==> src/rtl/addsub_pkg.sv <==
// Shared types and op decode for the pipelined adder/subtractor.
package addsub_pkg;

    typedef enum logic [1:0] {
        ADD = 2'b00,
        SUB = 2'b01,
        ADC = 2'b10,
        SBB = 2'b11
    } addsub_op_e;

    typedef struct packed {
        logic carry;
        logic overflow;
        logic zero;
        logic neg;
    } addsub_flags_t;

    // Returns {invert_b, cin_eff}; SBB borrow-in of 1 means no carry-in.
    function automatic logic [1:0] addsub_ctl(
        input addsub_op_e op,
        input logic       cin
    );
        logic [1:0] r;
        unique case (op)
            ADD: r = 2'b00;
            SUB: r = 2'b11;
            ADC: r = {1'b0, cin};
            SBB: r = {1'b1, ~cin};
        endcase
        return r;
    endfunction

endpackage

==> src/rtl/addsub_slice.sv <==
// Combinational SEG_W-bit ripple slice with carry in/out.
module addsub_slice #(
    parameter int SEG_W = 16
) (
    input  logic [SEG_W-1:0] a,
    input  logic [SEG_W-1:0] b,
    input  logic             cin,
    output logic [SEG_W-1:0] sum,
    output logic             cout
);

    assign {cout, sum} = (SEG_W+1)'(a) + (SEG_W+1)'(b)
                       + (SEG_W+1)'(cin);

endmodule

==> src/rtl/pipelined_add_sub.sv <==
// WIDTH-bit add/sub split into STAGES carry-chained slices, valid/ready.
// Signed saturation (in_sat port) exists only when ADDSUB_SAT_EN is defined.
module pipelined_add_sub
    import addsub_pkg::*;
#(
    parameter int WIDTH  = 32,
    parameter int STAGES = 2,
    parameter int TAG_W  = 4
) (
    input  logic             clock,
    input  logic             reset,
    input  logic             in_valid,
    output logic             in_ready,
    input  logic [WIDTH-1:0] in_a,
    input  logic [WIDTH-1:0] in_b,
    input  logic [1:0]       in_op,
    input  logic             in_cin,
`ifdef ADDSUB_SAT_EN
    input  logic             in_sat,
`endif
    input  logic [TAG_W-1:0] in_tag,
    output logic             out_valid,
    input  logic             out_ready,
    output logic [WIDTH-1:0] out_result,
    output logic             out_carry,
    output logic             out_overflow,
    output logic             out_zero,
    output logic             out_neg,
    output logic [TAG_W-1:0] out_tag
);

    localparam int SEG_W = WIDTH / STAGES;

    logic [STAGES:0]   go;
    logic [STAGES:0]   vld;
    logic [STAGES-1:0] full_q;
    logic [1:0]        ctl;

    logic [WIDTH-1:0] a_in   [STAGES];
    logic [WIDTH-1:0] b_in   [STAGES];
    logic [WIDTH-1:0] s_in   [STAGES];
    logic             c_in   [STAGES];
    logic [TAG_W-1:0] tag_in [STAGES];
`ifdef ADDSUB_SAT_EN
    logic             sat_in [STAGES];
`endif

    addsub_flags_t    flg_q;
    logic [WIDTH-1:0] res_q;
    logic [TAG_W-1:0] tag_q;

    assign ctl       = addsub_ctl(addsub_op_e'(in_op), in_cin);
    assign a_in[0]   = in_a;
    assign b_in[0]   = in_b ^ {WIDTH{ctl[1]}};
    assign c_in[0]   = ctl[0];
    assign s_in[0]   = '0;
    assign tag_in[0] = in_tag;
`ifdef ADDSUB_SAT_EN
    assign sat_in[0] = in_sat;
`endif

    // vld[k] is the valid feeding stage k; vld[STAGES] is the output.
    assign vld = {full_q, in_valid};

    always_comb begin
        go = '0;
        go[STAGES] = out_ready;
        for (int k = STAGES - 1; k >= 0; k--) begin
            go[k] = !vld[k+1] || go[k+1];
        end
    end

    assign in_ready = go[0];

    always_ff @(posedge clock or posedge reset) begin
        if (reset) begin
            full_q <= '0;
        end else begin
            full_q <= (full_q & ~go[STAGES-1:0])
                    | (vld[STAGES-1:0] & go[STAGES-1:0]);
        end
    end

    for (genvar k = 0; k < STAGES; k++) begin : g_st
        logic [SEG_W-1:0] seg;
        logic             co;
        logic [WIDTH-1:0] s_nx;
        logic             ld;

        assign ld = go[k] && vld[k];

        addsub_slice #(.SEG_W(SEG_W)) u_slice (
            .a    (a_in[k][k*SEG_W +: SEG_W]),
            .b    (b_in[k][k*SEG_W +: SEG_W]),
            .cin  (c_in[k]),
            .sum  (seg),
            .cout (co)
        );

        assign s_nx = s_in[k] | (WIDTH'(seg) << (k * SEG_W));

        if (k < STAGES - 1) begin : g_mid
            logic [WIDTH-1:0] a_q;
            logic [WIDTH-1:0] b_q;
            logic [WIDTH-1:0] s_q;
            logic             c_q;
            logic [TAG_W-1:0] t_q;
`ifdef ADDSUB_SAT_EN
            logic             sat_q;
`endif

            always_ff @(posedge clock or posedge reset) begin
                if (reset) begin
                    a_q <= '0;
                    b_q <= '0;
                    s_q <= '0;
                    c_q <= 1'b0;
                    t_q <= '0;
`ifdef ADDSUB_SAT_EN
                    sat_q <= 1'b0;
`endif
                end else if (ld) begin
                    a_q <= a_in[k];
                    b_q <= b_in[k];
                    s_q <= s_nx;
                    c_q <= co;
                    t_q <= tag_in[k];
`ifdef ADDSUB_SAT_EN
                    sat_q <= sat_in[k];
`endif
                end
            end

            assign a_in[k+1]   = a_q;
            assign b_in[k+1]   = b_q;
            assign s_in[k+1]   = s_q;
            assign c_in[k+1]   = c_q;
            assign tag_in[k+1] = t_q;
`ifdef ADDSUB_SAT_EN
            assign sat_in[k+1] = sat_q;
`endif
        end else begin : g_last
            logic             a_msb;
            logic             ov;
            logic [WIDTH-1:0] res;

            assign a_msb = a_in[k][WIDTH-1];
            assign ov    = (a_msb == b_in[k][WIDTH-1])
                        && (s_nx[WIDTH-1] != a_msb);
`ifdef ADDSUB_SAT_EN
            // Clamp toward the sign of A: 0x7F..F or 0x80..0.
            assign res = (sat_in[k] && ov)
                       ? {a_msb, {(WIDTH-1){!a_msb}}} : s_nx;
`else
            assign res = s_nx;
`endif

            always_ff @(posedge clock or posedge reset) begin
                if (reset) begin
                    res_q <= '0;
                    flg_q <= '0;
                    tag_q <= '0;
                end else if (ld) begin
                    res_q <= res;
                    flg_q <= '{carry:    co,
                               overflow: ov,
                               zero:     (res == '0),
                               neg:      res[WIDTH-1]};
                    tag_q <= tag_in[k];
                end
            end
        end
    end

    assign out_valid    = vld[STAGES];
    assign out_result   = res_q;
    assign out_carry    = flg_q.carry;
    assign out_overflow = flg_q.overflow;
    assign out_zero     = flg_q.zero;
    assign out_neg      = flg_q.neg;
    assign out_tag      = tag_q;

endmodule

==> config.mk <==
export PLATFORM = sky130hd
export DESIGN_NAME = pipelined_add_sub
export DESIGN_NICKNAME = d
export VERILOG_FILES = /design/src/rtl/addsub_pkg.sv /design/src/rtl/addsub_slice.sv /design/src/rtl/pipelined_add_sub.sv
export SDC_FILE = /design/constraint.sdc
export NUM_CORES = 1
export LEC_CHECK = 0
export ABC_AREA = 1
export CAP_MARGIN = 20
export CORE_UTILIZATION = 53
export DETAILED_ROUTE_END_ITERATION = 10
export DONT_BUFFER_PORTS = 1
export HOLD_SLACK_MARGIN = 0.02
export PLACE_DENSITY_LB_ADDON = 0.25
export SETUP_SLACK_MARGIN = 0.1
export SLEW_MARGIN = 10
export SYNTH_ARGS = -nofsm -noshare
export SYNTH_HDL_FRONTEND = slang
export SYNTH_SLANG_ARGS = --single-unit
==> constraint.sdc <==
create_clock -name clock -period 3.35 [get_ports clock]
set_clock_uncertainty 0.05 [all_clocks]
set_input_delay 0.5025 -clock clock [delete_from_list [all_inputs] [get_ports clock]]
set_output_delay 0.5025 -clock clock [all_outputs]
set_load 0.1 [all_outputs]
---- Yosys cells after proc, flatten, opt, wreduce, memory -nomap -nowiden ----
Cells that the tools add are included.
storage, ports and cells
  register bits after elaboration ......... 127
  input bits .............................. 75
  output and inout bits ................... 42
  logic and storage cells ................. 38
operators by class
  add/subtract/negate cells ............... 4
  equal/unequal tests ..................... 5
  muxes and demuxes ....................... 1
  bitwise operators ....................... 7
  reduce and logical (&&, ||, !) cells .... 9
operators with widths
  kind                  count
  $add A16 B16 Y17      2
  $add A17 B1 Y17       2
  $logic_not A32 Y1     1
  $or A16 B32 Y32       1
  $xor A32 B32 Y32      1
  $pmux W2 S4           1
  $and A2 B2 Y2         2
  $eq A2 B2 Y1 const B  2
  $logic_and A1 B1 Y1   3
  $eq A2 B1 Y1 const B  1
  $logic_not A1 Y1      2
  $logic_not A2 Y1      1
  $logic_or A1 B1 Y1    2
  $not A2 Y2            1
  $or A2 B2 Y2          1
  $eq A1 B1 Y1          1
  $ne A1 B1 Y1          1
  $not A1 Y1            1

---- Longest topological paths before layout ----
Gate-level depths: netlist (run 1).
  depth after elaboration ................. 6
  depth in mapped cells ................... 16
  mapped depth without buffers ............ 15

---- Hierarchy ----
A second synthesis (run 1) with hierarchy kept.
second synthesis, totals
  cell total of the unflattened synthesis .. 816
  area, all modules ....................... 5949.5 µm²
by module, submodules not included
  module                          times used  cells an instance  area each (µm²)
  pipelined_add_sub               1           448                3971.3
  addsub_slice (g_st[1].u_slice)  1           184                992.2
  addsub_slice (g_st[0].u_slice)  1           184                985.9

---- Worst setup path after synthesis (run 1) ----
Ideal clock, no wire load.
  path type ............................... register to register
  start ................................... register with a tool-made name
  end ..................................... register g_st[0].g_mid.s_q[12]
  arrival time ............................ 2935 ps
  setup slack ............................. 239 ps
  stages on the path, launching flop included .. 7
  cells stage by stage .................... dfrtp_1 > nand3_1 > nand2_1 > inv_2 > buf_2 > nand3_1 > o21ai_0
RTL lines
  what                  line                      source
  end signal, assigned  pipelined_add_sub.sv:125  s_q <= s_nx;
  end, declared         pipelined_add_sub.sv:105  logic [WIDTH-1:0] s_q;

==> results.sh, run 1 <==
export IMPL_clockBufferDepth=2
export IMPL_rsz0062_at_grt="false"
export IMPL_maxSlewHeadroom_pct=35.88
export IMPL_synth_edf_count=0
export IMPL_path_depth=7
export IMPL_synthCells=712
export IMPL_clk_pin_slew_ns=0.10
export IMPL_grt_pass1_vias=4193
export IMPL_ys_async_sr_fraction_pct=100.0
export IMPL_critical_path_top_delay_family="buffers and inverters"
export IMPL_syn2layout_area_growth_pct=6.089
export IMPL_power_leakage_nw=3.009
export IMPL_crit_path_start_kind="flop"
export IMPL_synth_seq_cells=94
export IMPL_worstMarginPinSlew_ns=0.9619
export IMPL_synth_simple_area_share_pct=26.88
export IMPL_overflow=0
export IMPL_coreArea_sq_um=9955
export IMPL_num_vias=4412
export IMPL_crit_arrival_ns=2.73
export IMPL_layout_common_cells="nand2_1 (253), dfrtp_1 (93), inv_1 (54)"
export IMPL_synth_top_cell_area_share_pct=42.40
export IMPL_wl_mm=12.48
export IMPL_via_per_inst=5.227
export IMPL_ios=117
export IMPL_critical_path_max_fanout=45
export IMPL_cts_setup_buffers=0
export IMPL_track_usage_pct=23.80
export IMPL_setup_violations_final=0
export IMPL_crit_buf_inv=3
export IMPL_synth_compound_area_share_pct=10.74
export IMPL_dieArea_sq_um=10880
export IMPL_yosysSeqAreaShare_pct=42.40
export IMPL_grt_max_degree=59
export IMPL_status="complete, no violations"
export IMPL_pwr_density_cell_nw_per_um2=888.2
export IMPL_yosys_warnings=0
export IMPL_path_cells="buf_4 -> nand3_1 -> buf_4 -> nand2_2 -> inv_2 -> nor2_1 -> a31oi_1"
export IMPL_wl_per_cell_um=14.79
export IMPL_path_class="reg -> reg"
export IMPL_drive_above_1_share_pct=8.158
export IMPL_fmax_mhz=401.0
export IMPL_clock_sinks=94
export IMPL_endpoint_kind="flop"
export IMPL_hold_class="in -> reg"
export IMPL_synth_top_family_by_area="simple AND/OR/NAND/NOR gates"
export IMPL_diodes=0
export IMPL_cts_root_buf="clkbuf_8"
export IMPL_maxSlewViolCount=0
export IMPL_synth_area_mux_share_pct=0
export IMPL_crit_path_frequent_cell="buf_4"
export IMPL_setup_tns_ns=0
export IMPL_layout_commonest_cell="nand2_1"
export IMPL_tritoncts="yes"
export IMPL_cts_htree_levels=3
export IMPL_dp_hpwl_mm=9.778
export IMPL_synth_xor_area_share_pct=5.999
export IMPL_synth_area_leaders="dfrtp_1 (42%), nand2_1 (17%), ha_1 (6.8%)"
export IMPL_antenna_found_initial=0
export IMPL_rr_worst_depth=7
export IMPL_synthAdderAreaFrac_pct=8.209
export IMPL_fin_crit_sh_pct=74.43
export IMPL_max_stage_delay_ns=0.66
export IMPL_yosysUniqueCellTypes=36
export IMPL_nNetsFinal=815
export IMPL_drc=0
export IMPL_grt_pass1_wl_mm=20.87
export IMPL_finalHoldViolCount=0
export IMPL_min_path_cells=2
export IMPL_die_y_um=104.3
export IMPL_first_pass_iters=5
export IMPL_max_cap_violations=0
export IMPL_utilization_pct=59.13
export IMPL_clk_latency_ns=0.36
export IMPL_initial_utilization_pct=55.73
export IMPL_vdd_ir_drop_max_mv=0.4573
export IMPL_die_width_um=104.3
export IMPL_rows=36
export IMPL_yosysTopAreaCell="dfrtp_1"
export IMPL_ant_nets=0
export IMPL_drt_first_iter_violations=302
export IMPL_io_buffers=0
export IMPL_place_congestion=0.8661
export IMPL_period_minus_slack_ns=2.494
export IMPL_cp_data_required_time_ns=3.59
export IMPL_synth_area_per_cell_sq_um=7.792
export IMPL_cts_buffers=9
export IMPL_syn_area_sq_um=5548
export IMPL_syn_nets=821
export IMPL_synthFlopType="dfrtp_1"
export IMPL_cpMaxStageDelayCell="inv_2"
-- state kept, by name, summed over array words and instances (netlist names), named ones only --
signal	cells
out_zero	1
g_st.g_mid.s_q	16
out_carry	1
out_overflow	1
g_st.g_mid.c_q	1
g_st.g_mid.a_q	16
out_tag	4
g_st.g_mid.b_q	16
g_st.g_mid.t_q	4
out_result	31
out_neg	1
-- per-layer routing --
layer,up-vias,wire (um),global-route usage [%]
li1,2259,-,-
met1,2004,6430,37.78
met2,143,4990,31.93
met3,6,989,6.642
met4,0,70,4.490
met5,-,0,0
-- cell type report --
type                    count  area (sq um)
clock buffers              11         141.4
clock inverters             5         63.81
fillers                   929          4069
inverters                  58         220.2
multi-input cells         537          2880
flip-flops and latches     94          2354
well taps                 133         166.4
repair buffers              6         60.06
-- through the flow --
step,total power [W],setup slack [ns],instances,cell area (sq um),hold slack (ns)
after floorplan,0.004140,0.2386,712,5548,0.3922
after global placement,0.004427,0.9591,827,5670,0.3714
after detailed placement,0.004465,0.8381,827,5670,0.3805
after CTS,0.005248,0.8515,844,5886,0.1843
after global routing,0.005518,0.6130,844,5886,0.1762
final,0.005227,0.8565,844,5886,0.1956
-- cell usage after synthesis (4+ instances only) --
master / count
nand2_1: 255
dfrtp_1: 94
inv_1: 55
o21ai_0: 51
nor2_1: 50
ha_1: 30
a21oi_1: 22
xnor2_1: 20
nand3_1: 19
xor2_1: 18
nand2_2: 12
clkbuf_1: 11
buf_2: 10
a31oi_1: 8
a21oi_2: 7
nand3_2: 5
nand3b_1: 5
o22ai_1: 5
fa_1: 4
nand4_1: 4
-- power breakdown --
group	switching, W	total (W)	internal, W
clock network	0.000412	0.000785	0.000373
registers	0.00173	0.00315	0.00142
logic	0.000826	0.00129	0.000466
-- cells by family after synthesis --
| family | Yosys count |
|---|---|
| DFF | 94 |
| xor gates and xnor gates | 38 |
| buffers and inverters | 81 |
| adders and majority gates | 34 |
| and+or+nand+nor | 360 |
| AOI/OAI and AO/OA | 105 |
-- final timing paths --
kind                                   endpoint                  from  slack (ns)
setup / recovery           g_st[0].g_mid.s_q[2]                  flop        0.86
hold / removal             g_st[0].g_mid.t_q[0]             in_tag[0]        0.20
setup reg to reg           g_st[0].g_mid.s_q[2]                  flop        0.86
hold reg to reg            g_st[0].g_mid.t_q[2]  g_st[0].g_mid.t_q[2]        0.44
max in group asynchronous     g_st[0].g_mid.c_q                 reset        1.99
min in group asynchronous        out_result[13]                 reset        0.58
-- repair_timing --
action,4_1_cts,5_1_grt
endpoints found under the setup margin,0,0
hold buffers,1,0
gates resized for setup,0,0
endpoints found under the hold margin,36,0
(Power assumes the default switching activity.)
==> run 2, diff against run 1 <==
--- a/config.mk
+++ b/config.mk
@@ -5,7 +5,7 @@
 export SDC_FILE = /design/constraint.sdc
 export NUM_CORES = 1
 export LEC_CHECK = 0
-export ABC_AREA = 1
+export ABC_AREA = 0
 export CAP_MARGIN = 20
 export CORE_UTILIZATION = 53
 export DETAILED_ROUTE_END_ITERATION = 10
==> constraint.sdc (replaced) <==
create_clock -name clock -period 2.15 [get_ports clock]
set_clock_uncertainty 0.05 [all_clocks]
set_input_delay 0.3225 -clock clock [delete_from_list [all_inputs] [get_ports clock]]
set_output_delay 0.3225 -clock clock [all_outputs]
set_load 0.1 [all_outputs]
==> run 2 against run 1 <==
Against the previous run:
- the flow now finishes with violations (negative setup slack)
- sequential cell count stayed put
- first-iteration DRC count fell by 18%
- combinational power grew to 2.9 times the previous value
- critical path depth increased by 3
- via count decreased by 3.1%
- largest cell class unchanged
==> results.sh, run 2 <==
export IMPL_crit_path_frequent_cell="fa_2"
export IMPL_status="complete, but fails checks"
export IMPL_rr_worst_depth=10
export IMPL_crit_path_start_kind="flop"
export IMPL_max_cap_violations=0
export IMPL_num_vias=4276
export IMPL_cp_data_required_time_ns=2.42
export IMPL_initial_utilization_pct=55.81
export IMPL_synth_most_common_cell="nand2_1"
export IMPL_hold_class="in -> reg"
export IMPL_synth_area_per_cell_sq_um=9.607
export IMPL_ant_nets=0
export IMPL_cpMaxStageDelayCell="fa_2"
export IMPL_violations="negative setup slack"
export IMPL_cts_htree_levels=3
export IMPL_path_depth=10
export IMPL_power_leakage_nw=3.135
export IMPL_clock_sinks=94
export IMPL_largest_reg_flops=31
export IMPL_first_pass_iters=4
export IMPL_layout_setup_ws_ns=-0.7657
export IMPL_critical_path_max_fanout=3
export IMPL_path_class="reg -> reg"
export IMPL_path_cells="fa_2 -> fa_2 -> a21oi_2 -> o21bai_1 -> xnor2_1 -> and4b_1 -> o2111a_1 -> nand4_1 -> nor4bb_2 -> a32o_1"
export IMPL_drc=0
export IMPL_critical_path_top_delay_family="adder cells"
export IMPL_crit_buf_inv=0
export IMPL_syn2layout_area_growth_pct=28.81
export IMPL_tritoncts="yes"
export IMPL_synth_area_leaders="dfrtp_1 (45%), nand2_1 (8.9%), ha_1 (7.1%)"
export IMPL_fin_crit_sh_pct=135.6
export IMPL_clk_latency_ns=0.37
export IMPL_fin_cells=775
export IMPL_ios=117
export IMPL_die_width_um=101.6
export IMPL_nNetsFinal=750
export IMPL_setup_violations_final=15
export IMPL_synth_cells_most_frequent="nand2_1 (124), dfrtp_1 (94), o21ai_0 (56)"
export IMPL_overflow=0
export IMPL_cts_buffers=9
export IMPL_endpoint_kind="flop"
export IMPL_pwr_density_cell_nw_per_um2=1339
export IMPL_place_area_sq_um=5987
export IMPL_yosys_warnings=0
export IMPL_wl_mm=12.71
export IMPL_vdd_ir_drop_max_mv=0.7522
export IMPL_drive_above_1_share_pct=27.24
export IMPL_min_path_cells=2
export IMPL_clk_pin_slew_ns=0.10
export IMPL_finalHoldViolCount=0
export IMPL_ys_async_sr_fraction_pct=100.0
export IMPL_antenna_found_initial=0
export IMPL_grt_pass1_vias=4291
export IMPL_place_congestion=0.8523
export IMPL_syn_nets=656
export IMPL_synth_top_cell_area_share_pct=44.76
export IMPL_synthCells=547
export IMPL_yosysUniqueCellTypes=50
export IMPL_rsz0062_at_grt="true"
export IMPL_via_per_inst=5.517
export IMPL_coreArea_sq_um=9415
export IMPL_grt_pass1_wl_mm=20.58
export IMPL_drt_first_iter_violations=248
export IMPL_diodes=0
export IMPL_layout_common_cells="nand2_1 (121), dfrtp_1 (92), buf_4 (80)"
export IMPL_clockBufferDepth=2
export IMPL_synth_edf_count=0
export IMPL_worstMarginPinSlew_ns=0.9600
export IMPL_yosysTopAreaCell="dfrtp_1"
export IMPL_period_minus_slack_ns=2.916
export IMPL_io_buffers=0
export IMPL_max_stage_delay_ns=0.43
export IMPL_die_y_um=101.6
export IMPL_grt_max_degree=95
export IMPL_dp_hpwl_mm=9.084
export IMPL_yosysSeqAreaShare_pct=44.76
export IMPL_layout_commonest_cell="nand2_1"
export IMPL_synth_seq_cells=94
export IMPL_post_route_cell_area_sq_um=6769
export IMPL_maxSlewHeadroom_pct=36.00
export IMPL_cts_root_buf="clkbuf_8"
export IMPL_rows=35
export IMPL_timing_hold_ws_ns=0.03496
export IMPL_dieArea_sq_um=10320
export IMPL_wl_per_cell_um=16.40
export IMPL_crit_arrival_ns=3.18
export IMPL_setup_tns_ns=-5.574
export IMPL_synthFlopType="dfrtp_1"
export IMPL_dp_cells=729
export IMPL_track_usage_pct=25.85
export IMPL_syn_area_sq_um=5255
export IMPL_maxSlewViolCount=0
export IMPL_fmax_mhz=343.0
-- run 2: changes by cell type after synthesis, moves of 7 or more --
cell and delta:
nor2_1 -35, nor3_1 +7, nand3_1 -11, buf_2 -10
clkbuf_1 +9, mux2_2 +24, xnor2_1 +8, inv_1 -40
xor2_1 +11, nand2_2 -12, nand2_1 -131
-- run 2: cell type report --
type / count / area, sq um
multi-input cells: 416 / 3042
clock inverters: 7 / 142.6
well taps: 129 / 161.4
inverters: 15 / 60.06
repair buffers: 105 / 884.6
clock buffers: 9 / 123.9
fillers: 677 / 2646
flip-flops and latches: 94 / 2355
-- run 2: through the flow --
step | utilization (%) | setup slack, ns | power (W)
after floorplan | - | -0.7718 | 0.006180
after global placement | 63.59 | -0.5724 | 0.007063
after detailed placement | 63.59 | -0.7238 | 0.007176
after CTS | 70.13 | -0.6799 | 0.008885
after global routing | 71.89 | -0.9222 | 0.009468
final | 71.89 | -0.7657 | 0.009067
-- run 2: worst paths after layout --
path,from,endpoint,slack [ns]
max,g_st[0].g_mid.a_q[16],out_zero,-0.77
min,in_a[19],g_st[0].g_mid.a_q[19],0.03
max reg2reg,g_st[0].g_mid.a_q[16],out_zero,-0.77
min reg2reg,g_st[0].g_mid.t_q[3],g_st[0].g_mid.t_q[3],0.43
max in group asynchronous,reset,g_st[0].g_mid.b_q[19],1.17
min in group asynchronous,reset,out_result[23],0.50
-- run 2: power breakdown --
part           leakage, nW  switching, W  internal [W]  total (W)
sequential            1.14       0.00163       0.00222    0.00385
clock                0.134      0.000641      0.000896    0.00154
combinational         1.86       0.00225       0.00143    0.00368
-- run 2: kinds of logic (layout without fill, tap and decap cells) --
family / Yosys count / after routing / synth area share, %
flip-flops: 94 / 94 / 44.76
buffers and inverters: 37 / 136 / 2.714
multiplexers: 24 / 24 / 5.143
XOR/XNOR: 57 / 57 / 9.500
adder cells (fa/ha/maj): 34 / 34 / 8.667
AND/OR/NAND/NOR: 189 / 189 / 15.76
AO/OA/AOI/OAI: 112 / 112 / 13.45
-- run 2: layer usage --
layer	vias up	global-route usage (%)	wire (um)
met4	0	10.26	299
met1	2054	33.35	5598
met2	129	42.78	6118
li1	2069	-	-
met5	-	0	0
met3	24	5.245	696
-- run 2: what timing repair did --
action | 4_1_cts | 5_1_grt
setup buffers | 9 | 5
gates resized for setup | 23 | 24
pin swaps | 32 | 9
setup endpoints to repair | 19 | 22
hold endpoints to repair | 112 | 0
hold buffers | 19 | 0
==> run 3, diff against run 2 <==
--- a/config.mk
+++ b/config.mk
@@ -12,6 +12,7 @@
 export DONT_BUFFER_PORTS = 1
 export HOLD_SLACK_MARGIN = 0.02
 export PLACE_DENSITY_LB_ADDON = 0.25
+export RECOVER_POWER = 50
 export SETUP_SLACK_MARGIN = 0.1
 export SLEW_MARGIN = 10
 export SYNTH_ARGS = -nofsm -noshare
==> run 3 against run 2 <==
Against the previous run:
- the flow still finishes with violations (negative setup slack)
- utilization decreased by 0.40 points
- largest cell class unchanged
- largest power group unchanged
- die area did not move
- register-to-register slack is essentially flat
- combinational power fell by 1%
- worst setup slack worse by 0.0062 ns
- clock-buffer cell count stayed put
==> results.sh, run 3 (same netlist as run 2, synthesis figures left out) <==
export IMPL_status="complete, but fails checks"
export IMPL_violations="negative setup slack"
export IMPL_num_vias=4277
export IMPL_diodes=0
export IMPL_tritoncts="yes"
export IMPL_drt_first_iter_violations=232
export IMPL_ios=117
export IMPL_finalHoldViolCount=0
export IMPL_pwr_density_cell_nw_per_um2=1340
export IMPL_syn2layout_area_growth_pct=28.10
export IMPL_wl_mm=12.73
export IMPL_layout_setup_ws_ns=-0.7720
export IMPL_first_pass_iters=4
export IMPL_crit_path_start_kind="flop"
export IMPL_setup_tns_ns=-5.601
export IMPL_rows=35
export IMPL_grt_max_degree=95
export IMPL_dieArea_sq_um=10320
export IMPL_largest_reg_flops=31
export IMPL_maxSlewHeadroom_pct=17.91
export IMPL_fin_crit_sh_pct=135.9
export IMPL_grt_pass1_wl_mm=20.58
export IMPL_initial_utilization_pct=55.81
export IMPL_power_leakage_nw=3.124
export IMPL_die_width_um=101.6
export IMPL_cts_htree_levels=3
export IMPL_endpoint_kind="flop"
export IMPL_path_class="reg -> reg"
export IMPL_nNetsFinal=750
export IMPL_vdd_ir_drop_max_mv=0.7520
export IMPL_via_per_inst=5.519
export IMPL_setup_violations_final=15
export IMPL_cts_buffers=9
export IMPL_io_buffers=0
export IMPL_clockBufferDepth=2
export IMPL_hold_class="in -> reg"
export IMPL_dp_hpwl_mm=9.084
export IMPL_period_minus_slack_ns=2.922
export IMPL_cts_root_buf="clkbuf_8"
export IMPL_drc=0
export IMPL_layout_common_cells="nand2_1 (122), dfrtp_1 (92), buf_4 (71)"
export IMPL_crit_arrival_ns=3.19
export IMPL_coreArea_sq_um=9415
export IMPL_die_y_um=101.6
export IMPL_clock_sinks=94
export IMPL_drive_above_1_share_pct=27.09
export IMPL_layout_commonest_cell="nand2_1"
export IMPL_rsz0062_at_grt="true"
export IMPL_clk_latency_ns=0.37
export IMPL_clk_pin_slew_ns=0.10
export IMPL_fmax_mhz=342.2
export IMPL_track_usage_pct=25.85
export IMPL_critical_path_max_fanout=3
export IMPL_worstMarginPinSlew_ns=1.231
export IMPL_grt_pass1_vias=4291
export IMPL_antenna_found_initial=0
export IMPL_maxSlewViolCount=0
export IMPL_ant_nets=0
export IMPL_overflow=0
export IMPL_cp_data_required_time_ns=2.42
export IMPL_p_total_w=0.009019
export IMPL_place_congestion=0.8523
export IMPL_wl_per_cell_um=16.42
export IMPL_max_cap_violations=0
## run 3: path summary, 6_finish.rpt
kind,slack (ns),end,start,cells past startpoint
worst min register to register,0.43,g_st[0].g_mid.t_q[3],g_st[0].g_mid.t_q[3],2
worst min-delay path,0.03,g_st[0].g_mid.a_q[19],in_a[19],2
max in group asynchronous,0.41,async pin,reset,3
min in group asynchronous,0.82,out_result[23],reset,3
worst max-delay path,-0.77,out_zero,g_st[0].g_mid.a_q[16],10
worst max register to register,-0.77,out_zero,g_st[0].g_mid.a_q[16],10
## run 3: worst max-delay path, stage by stage (launching register included)
cell and delay [ns]:
dfrtp_1 0.41, fa_2 0.43, fa_2 0.39, a21oi_2 0.24, o21bai_1 0.11, xnor2_1 0.19, and4b_1 0.23, o2111a_1 0.20
nand4_1 0.11, nor4bb_2 0.30, a32o_1 0.20
## run 3: area by class of cell
class                   count  area, sq um
multi-input cells         416         3039
fillers                   682         2684
flip-flops and latches     94         2355
repair buffers            105        849.6
well taps                 129        161.4
clock inverters             7        142.6
clock buffers               9        123.9
inverters                  15        60.06
## run 3: power by group
group,internal (W),total [W],switching [W]
Clock,0.000896,0.00154,0.000646
Sequential,0.00222,0.00384,0.00162
Combinational,0.00138,0.00363,0.00225
Total,0.00450,0.00902,0.00452
## run 3: through the flow
stage / hold WS [ns] / std cells / util, % / cell area (sq um) / setup slack (ns)
4_1_cts: 0.03343 / 770 / 70.13 / 6603 / -0.6799
3_3_place_gp: 0.3221 / 729 / 63.59 / 5987 / -0.5724
6_report: 0.03394 / 775 / 71.50 / 6731 / -0.7720
2_1_floorplan: 0.3779 / 547 / - / 5384 / -0.7718
3_5_place_dp: 0.3250 / 729 / 63.59 / 5987 / -0.7238
5_1_grt: 0.05112 / 775 / 71.50 / 6731 / -0.9222
## run 3: layer usage
layer  wire, um  GRT usage [%]  share of wire (%)  vias to the layer above
met5          0              0                  0                        -
met4        307          10.26                2.4                        0
met3        710          5.245                5.6                       23
met2       6109          42.78                 48                      123
met1       5602          33.35                 44                     2061
li1           -              -                  -                     2070
## run 3: timing repair
| action | in CTS | in global routing |
|---|---|---|
| pin swaps | 32 | 9 |
| resized for setup | 23 | 24 |
| buffers inserted | 9 | 5 |
| endpoints found under the setup margin | 19 | 22 |
| hold buffers | 19 | 0 |
| endpoints found under the hold margin | 112 | 0 |
